## src/rtl/wb_timer_if.sv

```systemverilog
// wb_if: pipelined Wishbone bus bundle between a wbxbar slave output and a
// slave block.
//
// Ports: clk, rst (shared with the attached block).
// Signals: cyc, stb, we, adr[31:0], sel[3:0], write data, read data, stall,
//          ack, err.
//
// Macro NO_MODPORT_EXPRESSIONS: when defined, write/read data are named
// dat_m/dat_s. Otherwise they are named dat_i/dat_o, as seen from the slave.
interface wb_if (
    input logic clk,
    input logic rst
);
    logic        cyc;
    logic        stb;
    logic        we;
    logic [31:0] adr;
    logic [3:0]  sel;
    logic        stall;
    logic        ack;
    logic        err;
`ifdef NO_MODPORT_EXPRESSIONS
    logic [31:0] dat_m;
    logic [31:0] dat_s;

    modport slave  (input clk, rst, cyc, stb, we, adr, sel, dat_m,
                    output dat_s, stall, ack, err);
    modport master (input clk, rst, dat_s, stall, ack, err,
                    output cyc, stb, we, adr, sel, dat_m);
`else
    logic [31:0] dat_i;
    logic [31:0] dat_o;

    modport slave  (input clk, rst, cyc, stb, we, adr, sel, dat_i,
                    output dat_o, stall, ack, err);
    modport master (input clk, rst, dat_o, stall, ack, err,
                    output cyc, stb, we, adr, sel, dat_i);
`endif
endinterface

```

## src/rtl/wb_timer.sv

```systemverilog
// wb_timer: RISC-V style machine timer (64-bit mtime/mtimecmp) behind a
// pipelined Wishbone slave port.
//
// Ports:
//   clk       - clock (same net as wb.clk)
//   rst       - synchronous active-high reset (same net as wb.rst)
//   wb        - wb_if.slave, never stalls, one ack/err per request in the
//               next cycle
//   timer_irq - registered irq_en & (mtime >= mtimecmp)
//
// Register map (adr[4:2]): 0x00 MTIME_LO, 0x04 MTIME_HI (shadow captured by
// MTIME_LO read), 0x08 MTIMECMP_LO, 0x0C MTIMECMP_HI, 0x10 CTRL
// (bit0 enable, bit1 irq_en), 0x14 PRESCALE. Any other offset responds
// with err.
//
// Macro WB_TIMER_PRESCALER_EN: when defined, adds the 16-bit PRESCALE
// register and its tick divider. When it is undefined, mtime ticks every
// enabled cycle and 0x14 responds with err.
module wb_timer (
    input  logic clk,
    input  logic rst,
    wb_if.slave  wb,
    output logic timer_irq
);
    localparam logic [2:0] OFF_MTIME_LO = 3'd0;
    localparam logic [2:0] OFF_MTIME_HI = 3'd1;
    localparam logic [2:0] OFF_CMP_LO   = 3'd2;
    localparam logic [2:0] OFF_CMP_HI   = 3'd3;
    localparam logic [2:0] OFF_CTRL     = 3'd4;
    localparam logic [2:0] OFF_PRESCALE = 3'd5;

    // Byte-lane merge: lanes with sel set take new data, the others hold.
    function automatic logic [31:0] lane_merge(input logic [31:0] old_v,
                                               input logic [31:0] new_v,
                                               input logic [3:0]  sel_v);
        lane_merge = {sel_v[3] ? new_v[31:24] : old_v[31:24],
                      sel_v[2] ? new_v[23:16] : old_v[23:16],
                      sel_v[1] ? new_v[15:8]  : old_v[15:8],
                      sel_v[0] ? new_v[7:0]   : old_v[7:0]};
    endfunction

    logic [63:0] mtime_r;
    logic [63:0] mtimecmp_r;
    logic [31:0] shadow_r;
    logic        enable_r;
    logic        irq_en_r;
    logic        ack_r;
    logic        err_r;
    logic [31:0] rdat_r;
    logic        irq_r;

    logic [31:0] wdat_s;
    logic        req_s;
    logic        wr_s;
    logic        rd_s;
    logic [2:0]  off_s;
    logic        valid_s;
    logic [31:0] rd_val_s;
    logic        tick_s;
    logic [63:0] mtime_nxt_s;
    logic        unused_s;

`ifdef NO_MODPORT_EXPRESSIONS
    assign wdat_s   = wb.dat_m;
    assign wb.dat_s = wb.cyc ? rdat_r : 32'h0000_0000;
`else
    assign wdat_s   = wb.dat_i;
    assign wb.dat_o = wb.cyc ? rdat_r : 32'h0000_0000;
`endif

    // Responses are registered but suppressed if the master abandons the cycle.
    assign wb.stall  = 1'b0;
    assign wb.ack    = ack_r & wb.cyc;
    assign wb.err    = err_r & wb.cyc;
    assign timer_irq = irq_r;

    assign req_s = wb.cyc & wb.stb;
    assign wr_s  = req_s & wb.we;
    assign rd_s  = req_s & ~wb.we;
    assign off_s = wb.adr[4:2];

    // Address bits outside [4:2] are decoded by the crossbar, not here.
    assign unused_s = ^{wb.adr[31:5], wb.adr[1:0], wb.clk, wb.rst};

`ifdef WB_TIMER_PRESCALER_EN
    logic [15:0] prescale_r;
    logic [15:0] pre_cnt_r;
    logic        wr_pre_s;

    assign wr_pre_s = wr_s & (off_s == OFF_PRESCALE);
    assign tick_s   = enable_r & (pre_cnt_r == prescale_r);

    // Prescale register and its divider counter; a write or disable restarts the count.
    always_ff @(posedge clk) begin
        if (rst) begin
            prescale_r <= 16'h0000;
            pre_cnt_r  <= 16'h0000;
        end else begin
            if (wr_pre_s) begin
                prescale_r <= {wb.sel[1] ? wdat_s[15:8] : prescale_r[15:8],
                               wb.sel[0] ? wdat_s[7:0]  : prescale_r[7:0]};
            end
            if (!enable_r || wr_pre_s || tick_s) begin
                pre_cnt_r <= 16'h0000;
            end else begin
                pre_cnt_r <= pre_cnt_r + 16'h0001;
            end
        end
    end
`else
    assign tick_s = enable_r;
`endif

    // Register read mux and offset validity.
    always_comb begin
        valid_s  = 1'b0;
        rd_val_s = 32'h0000_0000;
        case (off_s)
            OFF_MTIME_LO: begin valid_s = 1'b1; rd_val_s = mtime_r[31:0];     end
            OFF_MTIME_HI: begin valid_s = 1'b1; rd_val_s = shadow_r;          end
            OFF_CMP_LO:   begin valid_s = 1'b1; rd_val_s = mtimecmp_r[31:0];  end
            OFF_CMP_HI:   begin valid_s = 1'b1; rd_val_s = mtimecmp_r[63:32]; end
            OFF_CTRL: begin
                valid_s  = 1'b1;
                rd_val_s = {30'h0000_0000, irq_en_r, enable_r};
            end
            OFF_PRESCALE: begin
`ifdef WB_TIMER_PRESCALER_EN
                valid_s  = 1'b1;
                rd_val_s = {16'h0000, prescale_r};
`else
                valid_s  = 1'b0;
                rd_val_s = 32'h0000_0000;
`endif
            end
            default: begin
                valid_s  = 1'b0;
                rd_val_s = 32'h0000_0000;
            end
        endcase
    end

    // Next mtime: a bus write to either half freezes counting for that cycle.
    always_comb begin
        mtime_nxt_s = mtime_r;
        if (wr_s && (off_s == OFF_MTIME_LO)) begin
            mtime_nxt_s = {mtime_r[63:32], lane_merge(mtime_r[31:0], wdat_s, wb.sel)};
        end else if (wr_s && (off_s == OFF_MTIME_HI)) begin
            mtime_nxt_s = {lane_merge(mtime_r[63:32], wdat_s, wb.sel), mtime_r[31:0]};
        end else if (tick_s) begin
            mtime_nxt_s = mtime_r + 64'd1;
        end else begin
            mtime_nxt_s = mtime_r;
        end
    end

    // Timer state: mtime, shadow, mtimecmp and control bits.
    always_ff @(posedge clk) begin
        if (rst) begin
            mtime_r    <= 64'h0000_0000_0000_0000;
            shadow_r   <= 32'h0000_0000;
            mtimecmp_r <= 64'hFFFF_FFFF_FFFF_FFFF;
            enable_r   <= 1'b0;
            irq_en_r   <= 1'b0;
        end else begin
            mtime_r <= mtime_nxt_s;
            // Reading the low half snapshots the high half for a coherent 64-bit read.
            if (rd_s && (off_s == OFF_MTIME_LO)) begin
                shadow_r <= mtime_r[63:32];
            end
            if (wr_s && (off_s == OFF_CMP_LO)) begin
                mtimecmp_r[31:0] <= lane_merge(mtimecmp_r[31:0], wdat_s, wb.sel);
            end
            if (wr_s && (off_s == OFF_CMP_HI)) begin
                mtimecmp_r[63:32] <= lane_merge(mtimecmp_r[63:32], wdat_s, wb.sel);
            end
            if (wr_s && (off_s == OFF_CTRL) && wb.sel[0]) begin
                enable_r <= wdat_s[0];
                irq_en_r <= wdat_s[1];
            end
        end
    end

    // Bus response and interrupt registers; a request during reset gets no response.
    always_ff @(posedge clk) begin
        if (rst) begin
            ack_r  <= 1'b0;
            err_r  <= 1'b0;
            rdat_r <= 32'h0000_0000;
            irq_r  <= 1'b0;
        end else begin
            ack_r  <= req_s & valid_s;
            err_r  <= req_s & ~valid_s;
            rdat_r <= (rd_s && valid_s) ? rd_val_s : 32'h0000_0000;
            irq_r  <= irq_en_r & (mtime_r >= mtimecmp_r);
        end
    end
endmodule

```

## src/flat_wrapper.sv

```systemverilog
// flat-port wrapper written by rule: the top's interface ports become plain ports
module wb_timer_flat 
  (clk, rst, timer_irq, wb_cyc, wb_stb, wb_we, wb_adr, wb_sel, wb_dat_i, wb_dat_o, wb_stall, wb_ack, wb_err);
  wb_if wb_i (.clk(clk), .rst(rst));
  input  logic clk;
  input  logic rst;
  output logic timer_irq;
  input wire logic [$bits(wb_i.cyc)-1:0] wb_cyc;
  input wire logic [$bits(wb_i.stb)-1:0] wb_stb;
  input wire logic [$bits(wb_i.we)-1:0] wb_we;
  input wire logic [$bits(wb_i.adr)-1:0] wb_adr;
  input wire logic [$bits(wb_i.sel)-1:0] wb_sel;
  input wire logic [$bits(wb_i.dat_i)-1:0] wb_dat_i;
  output wire logic [$bits(wb_i.dat_o)-1:0] wb_dat_o;
  output wire logic [$bits(wb_i.stall)-1:0] wb_stall;
  output wire logic [$bits(wb_i.ack)-1:0] wb_ack;
  output wire logic [$bits(wb_i.err)-1:0] wb_err;
  assign wb_i.cyc = wb_cyc;
  assign wb_i.stb = wb_stb;
  assign wb_i.we = wb_we;
  assign wb_i.adr = wb_adr;
  assign wb_i.sel = wb_sel;
  assign wb_i.dat_i = wb_dat_i;
  assign wb_dat_o = wb_i.dat_o;
  assign wb_stall = wb_i.stall;
  assign wb_ack = wb_i.ack;
  assign wb_err = wb_i.err;
  wb_timer u_core (.clk(clk), .rst(rst), .wb(wb_i), .timer_irq(timer_irq));
endmodule
```

## config.mk

```make
export PLATFORM = sky130hd
export DESIGN_NAME = wb_timer_flat
export DESIGN_NICKNAME = d
export VERILOG_FILES = /design/src/rtl/wb_timer_if.sv /design/src/rtl/wb_timer.sv /design/src/flat_wrapper.sv
export SDC_FILE = /design/constraint.sdc
export NUM_CORES = 1
export LEC_CHECK = 0
export BUFFER_PORTS_ARGS = -buffer_cell sky130_fd_sc_hd__buf_2
export CAP_MARGIN = 10
export CORE_MARGIN = 10
export CORE_UTILIZATION = 44
export DETAILED_ROUTE_END_ITERATION = 12
export PLACE_DENSITY = 0.66
export SYNTH_ARGS = -nofsm -noshare
export SYNTH_HDL_FRONTEND = slang
export SYNTH_SLANG_ARGS = --single-unit
```

## constraint.sdc

```tcl
create_clock -name clk -period 2.7 [get_ports clk]
set_input_delay 0.54 -clock clk [delete_from_list [all_inputs] [get_ports clk]]
set_output_delay 0.54 -clock clk [all_outputs]
set_load 0.03 [all_outputs]
```

==> summary.md <==
| Metric | Value |
|---|---|
| Worst Reg-to-Reg Cells | 7 |
| EDFF count, synth | 0 |
| Fin util | 52.0% |
| Root buffer cell | clkbuf_16 |
| Final instance area | between 10000 and 15000 um^2 |
| Total gr overflow | 0 |
| Post-synthesis cell count | between 1000 and 1500 |
| Rows | 57 |
| Post-Syn Area | 11000 um^2 |
| Slew @ Worst Pin | 795 ps |
| Most used DFF post-synth | dfxtp_1 |
| H-Tree Depth | 4 |
| Vias | 11200 |
| CP Capture Type | flip-flop |
| Worst skew pair latency | around 440 ps |
| Reg2Reg Setup Slack | around 110 ps |
| P per Cell Area | ~460 nW/um^2 |
| Met2 WL | around 17000 um |
| Layout cell share with drive strength beyond 1 | between 10% and 20% |
| F_max | around 390 MHz |
| Max FO, Critical Path | 8 |
| Cts hold-fix bufs | 0 |
| # fillers | between 2000 and 2500 |
| DRT iter0 DRCs | approximately 1400 |
| Max-slew headroom | 46.5% |
| RSZ-0062 raised after global routing | false |
| # setup viols final | 0 |
| DRT met1 WL | about 16000 um |
| CP Launch Type | flip-flop |
| Outcome | finished, final reports clean |
| Crit path time final | roughly 2600 ps |
| WP data required | approximately 3000 ps |
| Synth Area per Inst | approximately 7.8 um^2 |
| Max-cap viol count | 0 |
| Share of the synthesized area in the top cell type | a little over a third |
| Routed wl met3 | around 3100 um |
| Reg-to-reg critical path endpoint | u_core.timer_irq |
| Post-route ant nets | 0 |
| Most numerous cell in the Yosys netlist | nand2_1 |
| Area after DPL | around 12000 um^2 |
| Initial antenna violation count | 1 |
| Final Max Slew Viols | 0 |
| Number of global-route vias before repair | between 10000 and 15000 |
| Setup CP Type | reg -> reg |
| CORE AREA | 24500 um^2 |
| Mapped Nets | 1543 |
| Cell taking the most area after synthesis | dfxtp_1 |
| WL/cell | about 20 um |
| Inserted Diodes | 0 |
| DRC violations left | 0 |
| CTS Buffer Depth | 2 |
| Number of buffers created by CTS | 17 |
| Area Growth Syn to Fin | 15.9% |
| DP Wirelength | between 20000 and 30000 um |
| Top routing layer in use | met5 |
| Post-CTS Resized | 0 |
| Clk slew on worst S/H paths | about 70 ps |
| Initial core utilization | between 40 and 50% |
| Asr flop ratio synth | 0% |
| Hold WC Path Type | in -> reg |
| Die Height | roughly 180 um |
| Leak Pwr | roughly 5.3 nW |
| GRT Overall Usage | a little under a quarter |
| IR drop worst, VDD | between 400 and 500 uV |
| Largest net degree at the start of global routing | 70 |
| Die area | 31700 um^2 |
| Total power | between 5 and 6 mW |
| FF+latch count, synth | around 200 |
| Port buffer count | 78 |
| Worst hold stages | 3 |
| Hold Crit Endpoint | u_core.mtimecmp_r[52] |
| Die Width | around 180 um |
| Setup_tns | 0 ps |
| IO Count | around 110 |
| Worst r2r src | u_core.mtime_r[22] |
| Nets@finish | about 1600 |
| WP data arrival | 2880 ps |
| Final hold vios | 0 |
| Setup bufs post-CTS | 0 |
| DRT Wirelength | 37300 um |
| CTS tree | built |
| Cell variety after synth | 67 |
| First-pass GRT wire length | approximately 60000 um |
| Routability-driven placement congestion ratio | just over 0.9 |
| Seq/Total Area, Yosys | 35.9% |
| Hold Startpoint | wb_dat_i[20] |
| Area contributors post-synth | dfxtp_1 (36%), nand2_1 (7.6%), ha_1 (7.4%), a21oi_1 (6.1%), a22oi_1 (5.0%) |
| Pre-antenna DRT Iters | 6 |
| Skew final | around 9.8 ps |
| Post-DR vias/cell | 6.11 |
| Tcrit/Tclk final | 96.0% |
| Ys Warns | 0 |
| Clock sink total | around 200 |
| Top cells by count, synth | nand2_1 (223), dfxtp_1 (197), a21oi_1 (134) |
## cell families after synthesis
| logic type | after synthesis | synth area share [%] |
|---|---|---|
| AO/OA/AOI/OAI | 454 | 27.2 |
| XOR/XNOR | 1 | 0.0798 |
| adder cells (fa/ha/maj) | 65 | 7.40 |
| buffers and inverters | 171 | 5.98 |
| flip-flops | 197 | 35.9 |
| multiplexers | 11 | 1.04 |
| other | 1 | 0.0341 |
| AND/OR/NAND/NOR | 505 | 22.4 |
## routing by layer
layer  global-route usage (%)  vias to the layer above
met5                        0                        -
li1                         -                     5338
met2                     36.4                      515
met1                     30.5                     5241
met3                     4.48                       89
met4                     10.4                        2
## where the power goes
group	switching [mW]	leakage, nW	internal (mW)
logic	0.268	3.43	0.124
registers	0.0196	1.59	2.93
clock network	1.26	0.260	1.21
total	1.54	5.28	4.26
## through the flow
step                worst slack (ps)  hold slack (ps)  std cells
floorplan                        293              436       1405
global placement                 211              442       1800
detailed placement               185              448       1800
CTS                              171              385       1831
global route                    6.65              405       1831
finish                           109              393       1831
## final cells by class
| class | instances | area (um^2) | share of cell area, % |
|---|---|---|---|
| clock buffer | 18 | 429 | 3.37 |
| clock inverter | 13 | 120 | 0.944 |
| inverter | 72 | 270 | 2.12 |
| multi-input combinational | 1037 | 6410 | 50.4 |
| sequential | 197 | 3940 | 31.0 |
| tap | 324 | 405 | 3.18 |
| timing repair buffer | 170 | 1150 | 9.00 |
## cells in the final DEF (no fill, tap or decap), types with 56 or more instances in the layout
cell	count
nor2_1	58
o21ai_0	56
dfxtp_1	197
ha_1	65
buf_2	77
nand2_1	223
a21oi_1	134
buf_4	88
a22oi_1	73
o211ai_1	67
inv_1	71
## sequential cells by signal, indices dropped and copies added (netlist names)
name,count
u_core.timer_irq,1
u_core.irq_en_r,1
u_core.err_r,1
u_core.mtimecmp_r,64
u_core.rdat_r,32
u_core.mtime_r,64
u_core.shadow_r,32
u_core.enable_r,1
u_core.ack_r,1
## worst max-delay path, stage by stage (launching register included)
cell,delay (ps)
dfxtp_1,430
ha_1,350
nand4_1,390
nor3_1,330
a211oi_1,120
o221ai_1,350
a31oi_1,70
o21ai_0,400
## worst max-delay path by stage
stage                       startpoint                 end  slack [ps]  depth (start not counted)
floorplan                    wb_adr[4]   u_core.mtime_r[0]         290                          9
global placement             wb_adr[4]  u_core.mtime_r[48]         210                          7
detailed placement           wb_adr[4]   u_core.mtime_r[0]         190                          8
CTS                  u_core.mtime_r[1]  u_core.mtime_r[28]         170                          8
global route         u_core.mtime_r[5]  u_core.mtime_r[37]           7                          6
finish              u_core.mtime_r[22]    u_core.timer_irq         110                          7
Note: power is estimated with default switching activity, not from simulation.
